$ cat src/rtl/data_bus_arbiter_pkg.sv
// Shared definitions for the Gumnut data-bus arbiter and its round-robin picker.
// State codes double as the one-hot grant vector presented on gnt_o.
package data_bus_arbiter_pkg;

    typedef enum logic [1:0] {
        IDLE = 2'b00,
        GNT0 = 2'b01,
        GNT1 = 2'b10
    } arb_state_e;

    localparam logic M0 = 1'b0;
    localparam logic M1 = 1'b1;

    localparam int TIMEOUT_W = 4;

endpackage

$ cat src/rtl/data_bus_arbiter_rr2.sv
// Two-way round-robin grant picker: on a tie the master that was not served last wins.
// Purely combinational so it can be shared with the instruction-side bus.
module arb_rr2
    import data_bus_arbiter_pkg::*;
(
    input  logic [1:0] req_i,
    input  logic       last_i,
    output logic       valid_o,
    output logic       winner_o
);

    always_comb begin
        // NOTE: every output gets a default first so no path through the case infers a latch.
        valid_o  = |req_i;
        winner_o = M0;
        unique case (req_i)
            2'b01:   winner_o = M0;
            2'b10:   winner_o = M1;
            2'b11:   winner_o = (last_i == M1) ? M0 : M1;
            default: winner_o = M0;
        endcase
    end

endmodule

$ cat src/rtl/data_bus_arbiter.sv
// Two-master round-robin Wishbone-style arbiter in front of the Gumnut data memory.
// Define ARB_TIMEOUT_EN to abort a granted cycle that sees no ack for TIMEOUT cycles.
module data_bus_arbiter
    import data_bus_arbiter_pkg::*;
#(
    parameter int          AW      = 8,
    parameter int          DW      = 8,
    parameter int unsigned TIMEOUT = 15
) (
    input  logic          clk_i,
    input  logic          rst_ni,
    input  logic          m0_cyc_i,
    input  logic          m0_stb_i,
    input  logic          m0_we_i,
    input  logic [AW-1:0] m0_adr_i,
    input  logic [DW-1:0] m0_dat_i,
    output logic [DW-1:0] m0_dat_o,
    output logic          m0_ack_o,
    output logic          m0_err_o,
    input  logic          m1_cyc_i,
    input  logic          m1_stb_i,
    input  logic          m1_we_i,
    input  logic [AW-1:0] m1_adr_i,
    input  logic [DW-1:0] m1_dat_i,
    output logic [DW-1:0] m1_dat_o,
    output logic          m1_ack_o,
    output logic          m1_err_o,
    output logic          s_cyc_o,
    output logic          s_stb_o,
    output logic          s_we_o,
    output logic [AW-1:0] s_adr_o,
    output logic [DW-1:0] s_dat_o,
    input  logic [DW-1:0] s_dat_i,
    input  logic          s_ack_i,
    output logic [1:0]    gnt_o
);

    arb_state_e state_q, state_d;
    logic       last_q, last_d;
    logic       rr_valid, rr_winner;
    logic       timeout_hit;

    arb_rr2 u_rr (
        .req_i    ({m1_cyc_i, m0_cyc_i}),
        .last_i   (last_q),
        .valid_o  (rr_valid),
        .winner_o (rr_winner)
    );

    always_ff @(posedge clk_i or negedge rst_ni) begin
        // NOTE: sequential state uses non-blocking assignments so every flop samples pre-edge values.
        if (!rst_ni) begin
            state_q <= IDLE;
            last_q  <= M1;
        end else begin
            state_q <= state_d;
            last_q  <= last_d;
        end
    end

    always_comb begin
        state_d = state_q;
        last_d  = last_q;
        unique case (state_q)
            IDLE: if (rr_valid) state_d = (rr_winner == M1) ? GNT1 : GNT0;
            GNT0: begin
                if (timeout_hit) begin
                    state_d = IDLE;
                    last_d  = M0;
                end else if (!m0_cyc_i) begin
                    last_d  = M0;
                    state_d = m1_cyc_i ? GNT1 : IDLE;
                end
            end
            GNT1: begin
                if (timeout_hit) begin
                    state_d = IDLE;
                    last_d  = M1;
                end else if (!m1_cyc_i) begin
                    last_d  = M1;
                    state_d = m0_cyc_i ? GNT0 : IDLE;
                end
            end
            default: state_d = IDLE;
        endcase
    end

    // Slave side follows the granted master combinationally so memory ack timing is preserved.
    always_comb begin
        s_cyc_o  = 1'b0;
        s_stb_o  = 1'b0;
        s_we_o   = 1'b0;
        s_adr_o  = '0;
        s_dat_o  = '0;
        m0_ack_o = 1'b0;
        m1_ack_o = 1'b0;
        m0_err_o = 1'b0;
        m1_err_o = 1'b0;
        unique case (state_q)
            GNT0: begin
                s_cyc_o  = m0_cyc_i & ~timeout_hit;
                s_stb_o  = m0_stb_i & ~timeout_hit;
                s_we_o   = m0_we_i;
                s_adr_o  = m0_adr_i;
                s_dat_o  = m0_dat_i;
                m0_ack_o = s_ack_i & m0_cyc_i & m0_stb_i & ~timeout_hit;
                m0_err_o = timeout_hit;
            end
            GNT1: begin
                s_cyc_o  = m1_cyc_i & ~timeout_hit;
                s_stb_o  = m1_stb_i & ~timeout_hit;
                s_we_o   = m1_we_i;
                s_adr_o  = m1_adr_i;
                s_dat_o  = m1_dat_i;
                m1_ack_o = s_ack_i & m1_cyc_i & m1_stb_i & ~timeout_hit;
                m1_err_o = timeout_hit;
            end
            default: ;
        endcase
    end

    assign m0_dat_o = s_dat_i;
    assign m1_dat_o = s_dat_i;
    assign gnt_o    = state_q;

`ifdef ARB_TIMEOUT_EN
    logic [TIMEOUT_W-1:0] cnt_q, cnt_d;
    logic                 gnt_stb;

    assign gnt_stb     = ((state_q == GNT0) & m0_stb_i) | ((state_q == GNT1) & m1_stb_i);
    assign timeout_hit = (state_q != IDLE) && (cnt_q == TIMEOUT_W'(TIMEOUT));

    always_comb begin
        if (!gnt_stb || s_ack_i || timeout_hit) cnt_d = '0;
        else                                    cnt_d = cnt_q + 1'b1;
    end

    always_ff @(posedge clk_i or negedge rst_ni) begin
        if (!rst_ni) cnt_q <= '0;
        else         cnt_q <= cnt_d;
    end
`else
    logic unused_timeout;
    assign timeout_hit    = 1'b0;
    assign unused_timeout = (TIMEOUT != 0);
`endif

endmodule

$ cat config.mk
export PLATFORM = sky130hd
export DESIGN_NAME = data_bus_arbiter
export DESIGN_NICKNAME = d
export VERILOG_FILES = /design/src/rtl/data_bus_arbiter_pkg.sv /design/src/rtl/data_bus_arbiter_rr2.sv /design/src/rtl/data_bus_arbiter.sv
export SDC_FILE = /design/constraint.sdc
export NUM_CORES = 1
export LEC_CHECK = 0
export CAP_MARGIN = 10
export CORE_AREA = 2 2 56 58
export DETAILED_ROUTE_END_ITERATION = 8
export DIE_AREA = 0 0 58 60
export GPL_TIMING_DRIVEN = 0
export PLACE_DENSITY = 0.77
export SETUP_SLACK_MARGIN = 0.5
export SLEW_MARGIN = 20
export SYNTH_ARGS = -nofsm -noshare
export SYNTH_HDL_FRONTEND = slang
export SYNTH_SLANG_ARGS = --single-unit
$ cat constraint.sdc
create_clock -name clk_i -period 1.83 [get_ports clk_i]
set_input_delay 0.183 -clock clk_i [delete_from_list [all_inputs] [get_ports clk_i]]
set_output_delay 0.183 -clock clk_i [all_outputs]
set_load 0.02 [all_outputs]
==> results.ini <==
[worst_setup_path]
crit_type=flip-flop to output pin
max_stage_delay_ns=0.43
start_kind=flip-flop
crit_buf_inv=4
cpLargestDelayFamily=buffers and inverters
crit_path_end_kind=output pin
path_cells=inv_4 > ha_4 > buf_6 > buf_12 > a22oi_2 > nor2b_4 > buf_4
cp.arrival_ns=1.56
cp_max_fo=10
critPathSlowestCell=dfrtp_2
required_ns=1.65

[logic_synthesis]
ys_ff_latch=3
syn_area_sq_um=684
syn_inst=89
yosysSeqAreaShare_pct=11.2
yosysTopAreaCell=buf_4
yosys_warnings=0
synth_cell_types=23
synth_top_area_share_pct=20.8
synth.area.top_cells=buf_4 (21%), a22oi_1 (20%), nor2b_1 (16%), dfrtp_1 (7.3%), ha_1 (7.3%)
avgSynthCellArea_sq_um=7.69

[placement]
port_buffers=79
placedCellCount=202
dp_hpwl_um=2280
gp_congestion=0.692

[floorplan]
start_util_pct=23.6
die_width_um=58
core_sq_mm=0.00290
die-area_sq_mm=0.00348
fp.dieH_um=60
io_pins=90
rows=20

[drt]
ant_nets=0
vias=983
avgViaCountPerCell=4.49
drt-initial-drc-count=23
drc=0
drt_pass1_iterations=3
wl_per_cell_um=13.6
wirelength_um=2990

[grt]
grt_pass1_vias=966
grt_max_degree=11
grt_first_pass_wirelength_um=4330
antenna_found_initial=0
grt_overflow=0
grtUsageTotal_pct=15.9

[timing]
rsz0062_at_grt=true
drv_slew=0
timing.setup.tns_ns=0
post-route-period-util_pct=95.2
fin_crit_ns=1.74
hold_viol=0
clock_skew_ns=0.000389
hold_ws_ns=0.136
finalSetupViolCount=0
max_freq_ghz=0.574

[power_and_ir_drop]
power_mw=2.77
p_leak_nw=0.832
p_per_area_mw_per_mm2=1380
ir_drop_mv=1.06

[clocking]
cts_root_buf=clkbuf_4
cts_tree=done
clk_latency_ns=0.23
cts_buffers=3
cts_sinks=3
hold_buffers=0
htreeDepth=1
clk_pin_slew_worst_paths_ns=0.04
cts_buffer_depth=2

[final_layout]
final_cells=219
layout_commonest_cell=clkdlybuf4s50_1
syn2layout_area_growth_pct=193
final_core_util_pct=69.1
antennaDiodeCount=0
drive_gt1_share_pct=58.1
nFillCells=217
final_cell_mix=clkdlybuf4s50_1 (56), buf_4 (30), buf_6 (19)
nets=240

[hold_path]
hold_path_class=input port to asynchronous set/reset pin

[outcome]
status=finished clean

[job]
timing.max_cap.violations=0

[cells in the mapped netlist, drive strengths merged]
library cell / n
buf: 23
a22oi: 19
nor2b: 18
ha: 4
inv: 4
o21ai: 3
a21oi: 2
a22o: 2
and4: 2
dfrtp: 2
nor2: 2
and2b: 1
clkbuf: 1
conb: 1
dfstp: 1
mux2i: 1
nand2b: 1
nor4: 1
nor4b: 1
[state kept, by name, summed over array words and instances, names as in the netlist]
signal and cells:
gnt_o 2, last_q 1
[through the flow]
| step | cell area [sq um] | setup slack, ns |
|---|---|---|
| after floorplan | 981 | 0.401 |
| after global placement | 1810 | -0.102 |
| after detailed placement | 1810 | -0.122 |
| after CTS | 1980 | 0.0483 |
| after global routing | 2000 | 0.0282 |
| final | 2000 | 0.0887 |
[worst reg2reg max path: stages (launching register included)]
cell and delay (ns):
dfrtp_2 0.43, inv_4 0.06, ha_4 0.18, buf_12 0.13, buf_6 0.11, buf_4 0.13, nor2_2 0.09, nor4_1 0.04
a22o_1 0.18
[final timing paths]
kind,start,slack (ns),cells after the start,to
hold / removal,rst_ni,0.14,1,gnt_o[0]
setup / recovery,gnt_o[0],0.09,7,s_we_o
min in group clk_i,last_q,0.54,2,last_q
setup reg to reg,gnt_o[1],0.37,8,gnt_o[1]
max in group asynchronous,rst_ni,1.48,1,last_q
hold reg to reg,last_q,0.54,2,last_q
[logic make-up (layout without fill, tap and decap cells)]
group                    count (synthesis)  in the layout  share of synthesized area [%]
other                                    1              2                          0.548
AO/OA/AOI/OAI                           26             26                           27.8
multiplexers                             1              1                           1.46
AND/OR/NAND/NOR                         26             26                           24.3
buffers and inverters                   28            124                           27.4
flip-flops                               3              3                           11.2
adder cells (fa/ha/maj)                  4              4                           7.31
[metal layers]
layer / wire, um / global-route usage (%)
met4: 0 / 2.99
met5: 0 / 0
met2: 1670 / 31.3
met3: 209 / 1.95
met1: 1110 / 18.3
[layout make-up]
cell class | count | area, sq um | share of cell area [%]
timing repair buffer | 92 | 935 | 46.6
inverter | 4 | 20.0 | 0.999
clock buffer | 4 | 26.3 | 1.31
multi-input combinational | 59 | 678 | 33.8
sequential | 3 | 78.8 | 3.93
buffer | 24 | 225 | 11.2
tap | 33 | 41.3 | 2.06
[power by group]
part / switching [mW] / leakage [nW] / internal (mW)
Clock: 0.0320 / 0.0150 / 0.0816
Combinational: 1.03 / 0.783 / 1.46
Sequential: 0.0566 / 0.0337 / 0.111
Total: 1.12 / 0.832 / 1.65
[what timing repair did]
item                                   CTS  global route
setup endpoints to repair               25            24
endpoints found under the hold margin    0             0
gates cloned                             1             0
pin swaps                               18            16
setup buffers                           10             2
resized for setup                      126             3
Note: power is estimated with default switching activity, not from simulation.
